**src/rtl/fetch_controller.sv**
```systemverilog
// Fetch sequencer for a 1-cycle-latency synchronous instruction memory.
// It pairs each returned word with its PC and buffers it in a 2-entry skid FIFO in front of decode.
module fetch_controller #(
    parameter int          ADDR_W   = 4,
    parameter int          DATA_W   = 32,
    parameter logic [31:0] RESET_PC = 32'h0
) (
    input  logic              clk,
    input  logic              rst,
    output logic [ADDR_W-1:0] imem_addr,
    input  logic [DATA_W-1:0] imem_instr,
    input  logic              redirect_valid,
    input  logic [31:0]       redirect_pc,
    output logic              out_valid,
    input  logic              out_ready,
    output logic [31:0]       out_pc,
    output logic [DATA_W-1:0] out_instr
);

    logic [31:0]       fetch_pc_reg;
    logic              inflight_reg;
    logic [31:0]       inflight_pc_reg;
    logic [1:0]        fifo_cnt_reg;
    logic [31:0]       fifo_pc_reg    [2];
    logic [DATA_W-1:0] fifo_instr_reg [2];

    logic [31:0] redirect_target;
    logic [1:0]  occ;
    logic [1:0]  wr_idx;
    logic        deq;
    logic        issue;
    logic        bypass_xfer;
    logic        pop;
    logic        push;

    assign redirect_target = redirect_pc & ~32'h3;
    assign imem_addr       = rst ? RESET_PC[ADDR_W+1:2] : fetch_pc_reg[ADDR_W+1:2];

    // FIFO head has priority; an empty FIFO exposes the in-flight word straight from memory.
    always_comb begin
        out_valid = 1'b0;
        out_pc    = '0;
        out_instr = '0;
        if (!rst && !redirect_valid) begin
            if (fifo_cnt_reg != 2'd0) begin
                out_valid = 1'b1;
                out_pc    = fifo_pc_reg[0];
                out_instr = fifo_instr_reg[0];
            end else if (inflight_reg) begin
                out_valid = 1'b1;
                out_pc    = inflight_pc_reg;
                out_instr = imem_instr;
            end
        end
    end

    assign occ         = fifo_cnt_reg + {1'b0, inflight_reg};
    assign deq         = out_valid & out_ready;
    assign bypass_xfer = deq & (fifo_cnt_reg == 2'd0);
    assign pop         = deq & (fifo_cnt_reg != 2'd0);
    assign push        = inflight_reg & ~bypass_xfer;
    assign wr_idx      = fifo_cnt_reg - {1'b0, pop};
    // Issuing only when post-dequeue occupancy is below 2 keeps FIFO plus in-flight within capacity.
    assign issue       = ~redirect_valid & ((occ - {1'b0, deq}) < 2'd2);

    always_ff @(posedge clk) begin
        if (rst) begin
            fetch_pc_reg    <= RESET_PC;
            inflight_reg    <= 1'b0;
            inflight_pc_reg <= '0;
            fifo_cnt_reg    <= 2'd0;
        end else if (redirect_valid) begin
            fetch_pc_reg <= redirect_target;
            inflight_reg <= 1'b0;
            fifo_cnt_reg <= 2'd0;
        end else begin
            inflight_reg <= issue;
            if (issue) begin
                inflight_pc_reg <= fetch_pc_reg;
                fetch_pc_reg    <= fetch_pc_reg + 32'd4;
            end
            fifo_cnt_reg <= fifo_cnt_reg + {1'b0, push} - {1'b0, pop};
        end
    end

    // Shift on pop first; a push to the same slot in the same cycle overrides it.
    always_ff @(posedge clk) begin
        if (pop) begin
            fifo_pc_reg[0]    <= fifo_pc_reg[1];
            fifo_instr_reg[0] <= fifo_instr_reg[1];
        end
        if (push) begin
            fifo_pc_reg[wr_idx[0]]    <= inflight_pc_reg;
            fifo_instr_reg[wr_idx[0]] <= imem_instr;
        end
    end

    always_ff @(posedge clk) begin
        if (!rst && !redirect_valid) begin
            assert (!(push && !pop && fifo_cnt_reg == 2'd2));
        end
    end

endmodule

```
**config.mk**
```make
export PLATFORM = sky130hd
export DESIGN_NAME = fetch_controller
export DESIGN_NICKNAME = d
export VERILOG_FILES = /design/src/rtl/fetch_controller.sv
export SDC_FILE = /design/constraint.sdc
export NUM_CORES = 1
export LEC_CHECK = 0
export CAP_MARGIN = 10
export CORE_MARGIN = 4
export CORE_UTILIZATION = 50
export CTS_BUF_LIST = sky130_fd_sc_hd__clkbuf_2 sky130_fd_sc_hd__clkbuf_4 sky130_fd_sc_hd__clkbuf_8
export DETAILED_ROUTE_END_ITERATION = 16
export PLACE_DENSITY_LB_ADDON = 0.08
export RECOVER_POWER = 50
export SLEW_MARGIN = 20
export SYNTH_ARGS = -nofsm -noshare
export SYNTH_HDL_FRONTEND = slang
export SYNTH_SLANG_ARGS = --single-unit
export TNS_END_PERCENT = 100
```
**constraint.sdc**
```tcl
create_clock -name clk -period 7.5 [get_ports clk]
set_clock_uncertainty 0.1 [all_clocks]
set_input_delay 1.5 -clock clk [delete_from_list [all_inputs] [get_ports clk]]
set_output_delay 1.5 -clock clk [all_outputs]
set_load 0.05 [all_outputs]
```
After elaboration in Yosys (flattened, before gate mapping)
Memories as Yosys holds them, arrays and structs flattened.
Index checks and enable logic that the tools add are counted.
{"block": "totals", "reg_bits": 67, "elab_cells": 45, "mem_count": 2, "out_inout_bits": 69, "ram_bits": 128}
{"block": "classes", "reduce_logical": 8, "muxes": 16, "addsub": 6, "order_cmp": 1, "bitwise": 7}
{"memory": "fifo_instr_reg", "words": 2, "width": 32, "rd": 2, "rd_ports_with_merged_regs": 0, "write_ports": 2, "line_no": "25", "text": "logic [DATA_W-1:0] fifo_instr_reg [2];"}
{"memory": "fifo_pc_reg", "words": 2, "width": 32, "rd": 2, "rd_ports_with_merged_regs": 0, "write_ports": 2, "line_no": "24", "text": "logic [31:0] fifo_pc_reg [2];"}
{"op": "2-to-1 mux 32 bit", "n": 8}
{"op": "adder 32 x 3 -> 32 bit (second input constant)", "n": 1}
{"op": "2-to-1 mux 1 bit", "n": 7}
{"op": "bitwise AND 1 bit", "n": 5}
{"op": "adder 2 x 1 -> 2 bit", "n": 2}
{"op": "2-to-1 mux 4 bit", "n": 1}
{"op": "nonzero test 2 bit", "n": 2}
{"op": "subtractor 2 x 1 -> 2 bit", "n": 2}
{"op": "zero test 1 bit", "n": 2}
{"op": "zero test 2 bit", "n": 1}
{"op": "< comparator 2 bit (second input constant)", "n": 1}
{"op": "NOT 1 bit", "n": 2}
{"op": "AND reduction 2 bit", "n": 1}
{"op": "OR reduction 2 bit", "n": 1}
{"op": "logical AND 1 bit", "n": 1}
{"op": "subtractor 1 bit", "n": 1}

Depth between registers and ports, before layout
Gate-level depths: netlist of run 1.
{"block": "depth", "depth_word": 9, "ltp_mapped": 13, "ltp_nobuf": 9}

Least setup slack after synthesis of run 1
No wires, ideal clock.
{"block": "synth_path", "path_type": "input port to flip-flop", "start": "input rst", "end": "memory fifo_instr_reg[1][0] (enable)", "setup_slack_ns": 0.360, "stages": 4, "t_arrival_ns": 6.463, "t_required_ns": 6.823, "setup_ns": 0.577, "cell_sequence": "clkbuf_1 > nor2_1 > nand4_1 > a21boi_0"}
{"element": "start: declaration", "line_no": "9", "text": "input logic rst,"}
{"element": "end: declaration", "line_no": "25"}

==> summary.md, run 1 <==
* **number of I/O port buffers** 132
* **period utilisation layout** 85.2%
* **Clock Path Buffers** 2
* **shortest period the worst path allows** 6.39 ns
* **Setup crit end** fifo_pc_reg[0][20]$_DFFE_PP_
* **count of unique library cells instantiated by Yosys** 47
* **mux share of post-synthesis cell area** 8.33%
* **destination of the worst register-to-register timing path** fifo_pc_reg[0][20]$_DFFE_PP_
* **remaining global-route overflow** 0
* **register-to-register path setup slack** 3.26 ns
* **Die H** 137 um
* **adder-cell share of the synthesized area** 0.597%
* **Post-Layout Inst Area** 10,200 um2
* **clock insertion delay at the later pin of the skew report** 0.47 ns
* **largest family of logic cells by synthesized area** simple AND/OR/NAND/NOR gates
* **final setup violating endpoints** 0
* **maximum capacitance violations** 2
* **synthesized-area fraction occupied by xor and xnor cells** 2.40%
* **total power per unit cell area** 201 nW/um2
* **number of global-route vias before repair** 6,393
* **commonest cells after routing, fill and taps aside** sky130_fd_sc_hd__nand2_1 (201), sky130_fd_sc_hd__edfxtp_1 (124), sky130_fd_sc_hd__clkdlybuf4s50_1 (98)
* **number of nets at the end of the flow** 975
* **Yosys reg bits** 187
* **commonest non-fill, non-tap cell in the layout** sky130_fd_sc_hd__nand2_1
* **clock tree from TritonCTS** done
* **last weighted congestion value of the routability-driven placer** 0.839
* **maximum ir drop on the vdd rail** 0.101 mV
* **pin count of the biggest net entering global routing** 64
* **ANT nets after route** 0
* **Clock transition at path regs** 0.09 ns
* **final wirelength** 19,500 um
* **Clock Sink Count** 187
* **hold wc startpoint** inflight_pc_reg[25]$_SDFFE_PP0P_
* **DIE AREA** 18,900 um2
* **EDFF count, synth** 124
* **max-slew violation count** 77
* **result of the run** finished, violations left
* **cell row count** 47
* **commonest register cell after synthesis** sky130_fd_sc_hd__edfxtp_1
* **sequential share of the synthesized area** 59.5%
* **post-CTS sizing** 0
* **Area Overhead vs Synth** 22.3%
* **layout cells sized above 1** 12.2%
* **critical path type** in2reg
* **Critical Path Slowest Stage Cell** sky130_fd_sc_hd__clkbuf_1
* **Setup TNS** 0 ns
* **count of unresolved DRC violations after routing** 0
* **Initial Util** 50.7%
* **nature of the critical path startpoint** input pin
* **Setup Fix Bufs, Post-CTS** 0
* **depth of the worst register-to-register path** 4
* **unrepaired setup endpoints after global routing** no
* **global router's overall resource usage** 21.4%
* **clock tree root buffer cell** sky130_fd_sc_hd__clkbuf_8
* **total via count after detailed routing** 6,338
* **cells along the critical path** dlygate4sd3_1 -> clkbuf_1 -> nor2_1 -> nand2_1 -> nand2_1 -> nand3b_1 -> clkbuf_1 -> mux2_2
* **first-iteration detailed-routing DRC count** 379
* **delay of the slowest cell on the worst path** 2.61 ns
* **peak fanout along the critical path** 62
* **violated checks** capacitance limit, slew limit
* **width of the chip** 137 um
* **number of buffers added by the clock tree synthesis step** 17
* **leak pwr** 3.44 nW
* **worst hold-check path type** reg2reg
* **Setup crit start** redirect_valid
* **initial antenna violation count** 0
* **post-synthesis compound-gate area fraction** 10.0%
* **Crit Reg-Reg Startpoint** fifo_cnt_reg[0]$_SDFF_PN0_
* **Ys Warns** 0
* **Util after Layout** 62.0%
* **final instance count without filler cells** 1,136
* **detailed-routing iteration count for the pre-antenna-repair pass** 5
* **per-cell via count in the routed design** 5.58
* **netlist area before placement** 8380 um2
* **Post-Syn Area per Cell** 10.5 um2
* **Mapped Cells** 795
* **type of element capturing the critical path** register
* **placed cell count** 1,104
* **count of endpoints failing hold in the final timing report** 0
* **ys async rst share** 0%
* **first-pass GRT wire length** 31,800 um
* **post-synthesis simple-gate area fraction** 16.0%
* **Relative slew margins** -147%
* **Routed wire per std cell** 17.2 um
* **Core Area** 16,500 um2
* **post-place instance area** 9870 um2
* **total of hold buffers inserted after clock tree synthesis** 0
* **arrival time of the worst setup path** 6.50 ns
* **I/O pin count** 137
* **Crit path required time** 7.61 ns
* **Tightest Pin Transition** 3.70 ns
* **flip-flop count of the largest register, all copies and words added** 64
* **H-tree depth** 4
* **HPWL after detailed placement** 12,700 um
* **ANT cells** 0
* **Highest Clock Rate** 156 MHz
==> final cells by class <==
cell class / count / area [um2]
clock buffer: 22 / 278
clock inverter: 10 / 116
fill: 1352 / 6280
inverter: 13 / 48.8
multi-input combinational: 542 / 3160
sequential: 187 / 4980
tap: 220 / 275
timing repair buffer: 142 / 1380
==> critical path: cells and delay by family <==
kind | cells | cell delay (ns)
buf+inv | 3 | 3.76
simple gates | 4 | 0.69
mux | 1 | 0.50
==> cells by family after synthesis <==
logic type,Yosys count
compound gates,145
flops,187
buf+inv,67
other cells,1
mux,62
simple gates,306
fa+ha+maj,4
xor+xnor,23
==> cell usage after synthesis, types with 2 or more instances <==
master                        n  area share [%]
sky130_fd_sc_hd__nand2_1    201             9.0
sky130_fd_sc_hd__xor2_1       5            0.52
sky130_fd_sc_hd__nand3_1     15            0.90
sky130_fd_sc_hd__nor2_1      32             1.4
sky130_fd_sc_hd__or3_1        5            0.37
sky130_fd_sc_hd__buf_4        2            0.18
sky130_fd_sc_hd__mux2_2      62             8.3
sky130_fd_sc_hd__nand4_1      6            0.45
sky130_fd_sc_hd__or4_1        2            0.18
sky130_fd_sc_hd__and2_1       4            0.30
sky130_fd_sc_hd__inv_1       12            0.54
sky130_fd_sc_hd__buf_1        6            0.27
sky130_fd_sc_hd__or4_4        2            0.27
sky130_fd_sc_hd__nor4_1       7            0.52
sky130_fd_sc_hd__and3_1       4            0.30
sky130_fd_sc_hd__a31oi_1      2            0.15
sky130_fd_sc_hd__dfxtp_1     63              15
sky130_fd_sc_hd__a311oi_1     7            0.73
sky130_fd_sc_hd__buf_2        2            0.12
sky130_fd_sc_hd__clkbuf_1    44             2.0
sky130_fd_sc_hd__nor2b_1      4            0.30
sky130_fd_sc_hd__ha_1         4            0.60
sky130_fd_sc_hd__edfxtp_1   124              44
sky130_fd_sc_hd__o22ai_1      2            0.15
sky130_fd_sc_hd__a2111oi_0    5            0.52
sky130_fd_sc_hd__nor3_1      13            0.78
sky130_fd_sc_hd__a21oi_1     95             5.7
sky130_fd_sc_hd__xnor2_1     18             1.9
sky130_fd_sc_hd__o21ai_0     11            0.66
sky130_fd_sc_hd__a211oi_1    14             1.3
sky130_fd_sc_hd__and4_1       5            0.52
sky130_fd_sc_hd__o31ai_1      2            0.18
==> metal layers <==
metal,vias up,part of all wire [%],global-route usage [%]
met5,-,0,0
met4,0,2.0,8.15
met3,31,5.2,3.91
met2,166,49,35.7
met1,3096,44,27.8
li1,3045,-,-
==> power breakdown <==
group          total [W]  leakage [nW]  internal [W]  switching, W
logic           0.000218          1.55     0.0000893      0.000129
registers        0.00117          1.70       0.00114     0.0000291
clock network   0.000674         0.202      0.000321      0.000353
==> per-stage QoR <==
stage | setup slack (ns) | power (W) | hold WS [ns]
6_report | 1.11 | 0.00206 | 0.386
5_1_grt | 0.833 | 0.00214 | 0.412
4_1_cts | 1.75 | 0.00207 | 0.393
3_5_place_dp | 1.76 | 0.00141 | 0.374
3_3_place_gp | 1.82 | 0.00140 | 0.364
2_1_floorplan | 0.360 | 0.00132 | 0.346
==> worst min path at each step <==
stage / cells after the start / slack [ns] / to
after detailed placement: 0 / 0.37 / fifo_pc_reg[1][25]$_DFFE_PP_
after global placement: 0 / 0.36 / fifo_pc_reg[1][8]$_DFFE_PP_
after floorplan: 2 / 0.35 / inflight_pc_reg[26]$_SDFFE_PP0P_
after global routing: 2 / 0.41 / inflight_pc_reg[11]$_SDFFE_PP0P_
final: 2 / 0.39 / inflight_pc_reg[25]$_SDFFE_PP0P_
after CTS: 2 / 0.39 / inflight_pc_reg[25]$_SDFFE_PP0P_
No activity file was read; power rests on OpenSTA's default activity.
==> inputs of run 2 (changes only) <==
PLACE_DENSITY = 0.82   (was not set)
PLACE_DENSITY_LB_ADDON = not set   (was 0.08)
==> run 2 against run 1 <==
Against the previous run: the flow still finishes with violations (capacitance limit, slew limit); combinational power down 2%; worst setup slack better by 0.20 ns; final cell count about the same; fmax up 3.3%; clock power up 8.5%; largest cell class unchanged.
==> summary.md, run 2 (same netlist as run 1, synthesis figures left out) <==
* **depth of the worst register-to-register path** 10, +6
* **Core Area** 16,500 um2, unchanged
* **Crit path required time** 7.49 ns, -0.12 ns
* **initial antenna violation count** 0, unchanged
* **Worst Hold Path EP** inflight_pc_reg[26]$_SDFFE_PP0P_
* **Initial Util** 50.7%, unchanged
* **Post-Layout Inst Area** 10,300 um2, +0.43%
* **clock tree root buffer cell** sky130_fd_sc_hd__clkbuf_8
* **arrival time of the worst setup path** 6.18 ns, -0.32 ns
* **Routed wire per std cell** 16.5 um, -3.9%
* **number of nets at the end of the flow** 974, -0.10%
* **Clock transition at path regs** 0.09 ns, about the same
* **Clock Sink Count** 187, unchanged
* **last weighted congestion value of the routability-driven placer** 0.836, -0.38%
* **post-place instance area** 9870 um2, about the same
* **ANT cells** 0, unchanged
* **number of buffers added by the clock tree synthesis step** 17, unchanged
* **first-iteration detailed-routing DRC count** 489, +29%
* **per-cell via count in the routed design** 5.51, -1.3%
* **Tightest Pin Transition** 3.92 ns, +0.221 ns
* **hold wc startpoint** fetch_pc_reg[26]$_SDFFE_PP0P_
* **clock tree from TritonCTS** done
* **detailed-routing iteration count for the pre-antenna-repair pass** 6, +1
* **unrepaired setup endpoints after global routing** no
* **global router's overall resource usage** 19.7%, -1.7 points
* **maximum ir drop on the vdd rail** 0.123 mV, +22%
* **HPWL after detailed placement** 11,900 um, -5.8%
* **commonest cells after routing, fill and taps aside** sky130_fd_sc_hd__nand2_1 (201), sky130_fd_sc_hd__edfxtp_1 (124), sky130_fd_sc_hd__clkdlybuf4s50_1 (99)
* **Clock Path Buffers** 2, unchanged
* **post-CTS sizing** 0, unchanged
* **worst hold-check path type** reg2reg
* **first-pass GRT wire length** 29,400 um, -7.7%
* **commonest non-fill, non-tap cell in the layout** sky130_fd_sc_hd__nand2_1
* **ANT nets after route** 0, unchanged
* **shortest period the worst path allows** 6.19 ns, -0.203 ns
* **Setup Fix Bufs, Post-CTS** 0, unchanged
* **DIE AREA** 18,900 um2, unchanged
* **total via count after detailed routing** 6,250, -1.4%
* **result of the run** finished, violations left
* **remaining global-route overflow** 0, unchanged
* **number of I/O port buffers** 132, unchanged
* **Worst Hold Margin** 0.386 ns, -0.0000350 ns
* **pin count of the biggest net entering global routing** 64, unchanged
* **width of the chip** 137 um, unchanged
* **total power per unit cell area** 205 nW/um2, +2.1%
* **Crit Reg-Reg Startpoint** fifo_cnt_reg[1]$_SDFF_PN0_
* **nature of the critical path startpoint** input pin
* **clock insertion delay at the later pin of the skew report** 0.46 ns, about the same
* **register-to-register path setup slack** 2.60 ns, -0.66 ns
* **Area Overhead vs Synth** 22.8%
* **violated checks** capacitance limit, slew limit
* **number of global-route vias before repair** 5,838, -8.7%
* **maximum capacitance violations** 2, unchanged
* **Die H** 137 um, unchanged
* **type of element capturing the critical path** register
* **count of unresolved DRC violations after routing** 0, unchanged
* **max-slew violation count** 42, -45%
* **Setup TNS** 0 ns, unchanged
* **Highest Clock Rate** 162 MHz, +3.3%
* **Relative slew margins** -164%, -17 points
* **H-tree depth** 4, unchanged
* **I/O pin count** 137, unchanged
* **final wirelength** 18,700 um, -4.0%
* **peak fanout along the critical path** 37, -40%
* **flip-flop count of the largest register, all copies and words added** 64, unchanged
* **critical path type** in2reg
* **total of hold buffers inserted after clock tree synthesis** 0, unchanged
* **destination of the worst register-to-register timing path** fetch_pc_reg[21]$_SDFFE_PP0P_
* **period utilisation layout** 82.5%, -2.7 points
* **layout cells sized above 1** 12.2%, +0.013 points
* **count of cells along the worst hold path** 2, unchanged
* **final setup violating endpoints** 0, unchanged
* **cell row count** 47, unchanged
* **count of endpoints failing hold in the final timing report** 0, unchanged
* **leak pwr** 3.47 nW, +0.89%
[run 2: cell types whose count changed in the layout (fill, tap and decap cells not counted), sizes merged]
cell,before,now
bufinv,2,4
inv,16,13
dlygate4sd3,33,32
clkdlybuf4s50,98,99
buf,8,9
clkinvlp,2,0
clkinv,3,4
[run 2: how the worst max path moves through the flow]
stage / from / to / slack [ns] / cells past startpoint
floorplan: rst / fifo_instr_reg[1][0]$_DFFE_PP_ / 0.36 / 4
global placement: redirect_valid / out_pc[28] / 1.84 / 7
detailed placement: redirect_valid / out_pc[21] / 1.80 / 7
CTS: redirect_valid / out_pc[21] / 1.79 / 7
global route: redirect_valid / fifo_pc_reg[1][20]$_DFFE_PP_ / 0.92 / 7
finish: redirect_valid / fifo_pc_reg[1][20]$_DFFE_PP_ / 1.31 / 7
[run 2: area by class of cell]
class                      count  area (um2)
inverter                      13        48.8
clock buffer                  24         305
timing repair buffer         141        1380
clock inverter                 8         140
tap                          220         275
fill                        1365        6230
sequential                   187        4980
multi-input combinational    542        3160
[run 2: report_power, final]
group          leakage [nW]  total [W]  switching, W  internal [W]
clock                 0.234   0.000731      0.000328      0.000403
combinational          1.54   0.000213      0.000127     0.0000858
sequential             1.70    0.00117     0.0000296       0.00114
[run 2: metal layers]
metal  wire length, um  global-route usage [%]  part of all wire [%]  up-vias
li1                  -                       -                     -     3043
met1              8350                    26.5                    45     2973
met2              8890                    32.2                    47      212
met3              1230                    3.98                   6.5       22
met4               267                    6.21                   1.4        0
met5                 0                       0                     0        -
[run 2: critical path, cell delays in order]
cell and delay [ns]:
sky130_fd_sc_hd__clkdlybuf4s50_1 0.45, sky130_fd_sc_hd__buf_4 0.22, sky130_fd_sc_hd__nor2_1 0.11, sky130_fd_sc_hd__nand2_1 0.12, sky130_fd_sc_hd__nand2_1 0.08, sky130_fd_sc_hd__a21boi_0 2.86, sky130_fd_sc_hd__buf_4 0.81
[run 2: per-stage QoR]
stage                     total power (W)  worst slack (ns)  instances  util, %
after CTS                         0.00213              1.79       1135     62.4
after detailed placement          0.00141              1.80       1103     59.7
final                             0.00211              1.31       1135     62.3
after global routing              0.00219             0.924       1135     62.3
after global placement            0.00140              1.84       1103     59.7
after floorplan                   0.00132             0.360        796        -
==> inputs of run 3 (changes only) <==
clock period = 5.1 ns   (was 7.5 ns; I/O delays follow)
==> run 3 against run 2 <==
Against the previous run: the run still ends with capacitance limit, slew limit left; sequential power increased by 46%; sequential cell count unchanged; critical path depth decreased by 1; critical endpoint is now out_instr[21]; wire length shrank 0.15%; global-route usage rose by 0.36 points; highest routed layer unchanged; non-clock buffer count rose by 3; clock power up 46%; via count rose by 0.46%.
==> summary.md, run 3 (same netlist as run 1, synthesis figures left out) <==
* **period utilisation layout** 93.9%
* **Routed wire per std cell** 16.4 um, -0.42%
* **result of the run** finished, violations left
* **remaining global-route overflow** 0, unchanged
* **number of buffers added by the clock tree synthesis step** 17, unchanged
* **commonest cells after routing, fill and taps aside** sky130_fd_sc_hd__nand2_1 (201), sky130_fd_sc_hd__edfxtp_1 (124), sky130_fd_sc_hd__a21oi_1 (95)
* **final wirelength** 18,700 um, -0.15%
* **max-slew violation count** 68, +62%
* **leak pwr** 3.51 nW, +1.2%
* **unrepaired setup endpoints after global routing** no
* **Crit path required time** 3.98 ns, -3.51 ns
* **final instance count without filler cells** 1,138, +0.26%
* **peak fanout along the critical path** 43, +16%
* **H-tree depth** 4, unchanged
* **ANT cells** 0, unchanged
* **Clock transition at path regs** 0.09 ns, about the same
* **total via count after detailed routing** 6,279, +0.46%
* **flip-flop count of the largest register, all copies and words added** 64, unchanged
* **pin count of the biggest net entering global routing** 64, unchanged
* **total area of multi-input combinational cells** 3170 um2, +0.36%
* **clock insertion delay at the later pin of the skew report** 0.46 ns, about the same
* **per-cell via count in the routed design** 5.52, +0.20%
* **Area Overhead vs Synth** 22.9%, about the same
* **total buffers and inverters traversed by the critical path** 3, unchanged
* **Worst Hold Margin** 0.391 ns, +0.00482 ns
* **overall power consumption** 0.00311 W, +47%
* **total of hold buffers inserted after clock tree synthesis** 0, unchanged
* **combined flip-flop and latch cell area** 4980 um2, unchanged
* **Tightest Pin Transition** 2.52 ns, -1.40 ns
* **HPWL after detailed placement** 12,100 um, +1.8%
* **Setup TNS** 0 ns, unchanged
* **Clock Path Buffers** 2, unchanged
* **maximum capacitance violations** 2, unchanged
* **Clock Sink Count** 187, unchanged
* **count of unresolved DRC violations after routing** 0, unchanged
* **Internal** 0.00236 W, +45%
* **Setup Fix Bufs, Post-CTS** 0, unchanged
* **total power per unit cell area** 302 nW/um2, +47%
* **switching power summed over all nets** 0.000749 W, +55%
* **type of element capturing the critical path** output pin
* **detailed-routing iteration count for the pre-antenna-repair pass** 5, -1
* **delay of the slowest cell on the worst path** 0.84 ns, -2.02 ns
* **Relative slew margins** -68.1%, +96 points
* **final setup violating endpoints** 0, unchanged
* **clock tree from TritonCTS** done
* **ANT nets after route** 0, unchanged
* **Highest Clock Rate** 209 MHz
* **post-CTS sizing** 0, unchanged
* **clock tree root buffer cell** sky130_fd_sc_hd__clkbuf_8
* **shortest period the worst path allows** 4.79 ns
* **number of nets at the end of the flow** 977, +0.31%
* **placed cell count** 1,106, +0.27%
* **nature of the critical path startpoint** input pin
* **register-to-register path setup slack** 1.28 ns, -1.32 ns
* **DIE AREA** 18,900 um2, unchanged
* **violated checks** capacitance limit, slew limit
* **first-pass GRT wire length** 29,800 um, +1.4%
* **number of fill cells** 1,334, -2.3%
* **worst hold-check path type** reg2reg
* **Clock power frac** 34.6%, about the same
* **Critical Path Slowest Stage Cell** sky130_fd_sc_hd__clkdlybuf4s50_1
* **Core Area** 16,500 um2, unchanged
* **global router's overall resource usage** 20.1%, +0.36 points
* **maximum ir drop on the vdd rail** 0.174 mV, +42%
* **first-iteration detailed-routing DRC count** 411, -16%
* **commonest non-fill, non-tap cell in the layout** sky130_fd_sc_hd__nand2_1
* **cells along the critical path** dlygate4sd3_1 -> nor2_1 -> o21ai_4 -> buf_4 -> a21oi_1 -> clkdlybuf4s50_1
* **Die H** 137 um, unchanged
* **Initial Util** 50.7%, unchanged
* **arrival time of the worst setup path** 3.67 ns, -2.51 ns
* **layout cells sized above 1** 14.5%, +2.2 points
* **last weighted congestion value of the routability-driven placer** 0.834, -0.28%
* **Logic pwr share** 10.2%, about the same
* **cell row count** 47, unchanged
* **I/O pin count** 137, unchanged
* **Util after Layout** 62.3%, about the same
* **critical path type** in2out
* **count of endpoints failing hold in the final timing report** 0, unchanged
* **Seq pwr share** 55.2%, about the same
* **width of the chip** 137 um, unchanged
* **initial antenna violation count** 0, unchanged
* **switching power as a share of total power** 24.1%, +1.1 points
* **number of global-route vias before repair** 5,869, +0.53%
* **number of I/O port buffers** 132, unchanged
* **Top Family by Delay on Critical Path** buffers and inverters
run 3: changes by cell type in the layout (fill, tap and decap cells not counted), sizes merged:
cell / before / now
clkinv: 4 / 3
clkinvlp: 0 / 3
buf: 9 / 30
inv: 13 / 16
clkbuf: 25 / 21
clkdlybuf4s50: 99 / 79
dlygate4sd3: 32 / 33
run 3: final cells by class:
cell class                      instances  share of cell area (%)
Clock buffer                           19                    2.48
Inverter                               13                   0.474
Clock inverter                         13                    1.83
Multi-Input combinational cell        542                    30.8
Timing Repair Buffer                  144                    13.4
Sequential cell                       187                    48.4
Tap cell                              220                    2.67
run 3: layer usage:
layer	up-vias	global-route usage (%)	part of all wire (%)
met1	2958	27.1	43
met2	235	32.3	48
met4	0	5.60	1.3
met3	24	4.93	8.0
li1	3062	-	-
met5	-	0	0
run 3: power by group through the flow:
stage               clock network, W  logic (W)  registers [W]
detailed placement                 0   0.000322        0.00175
floorplan                          0   0.000203        0.00174
global placement                   0   0.000316        0.00175
CTS                          0.00110   0.000324        0.00171
finish                       0.00107   0.000318        0.00171
global route                 0.00116   0.000347        0.00172
run 3: worst paths after layout:
check,endpoint,startpoint,cells past startpoint
setup / recovery,out_instr[21],redirect_valid,6
hold reg to reg,inflight_pc_reg[3]$_SDFFE_PP0P_,inflight_pc_reg[3]$_SDFFE_PP0P_,2
setup reg to reg,fetch_pc_reg[21]$_SDFFE_PP0P_,fifo_cnt_reg[1]$_SDFF_PN0_,9
hold / removal,inflight_pc_reg[3]$_SDFFE_PP0P_,inflight_pc_reg[3]$_SDFFE_PP0P_,2
run 3: tightest hold or removal path, stage by stage, from the launching register on:
cell	delay [ns]
sky130_fd_sc_hd__dfxtp_1	0.34
sky130_fd_sc_hd__nand2_1	0.06
sky130_fd_sc_hd__a21oi_1	0.05
run 3: stage by stage:
stage                     setup slack [ns]  area, um2
after global placement               0.414       9870
after CTS                            0.422      10300
after detailed placement             0.440       9870
after floorplan                     0.0748       8390
after global routing                 0.131      10300
final                                0.311      10300
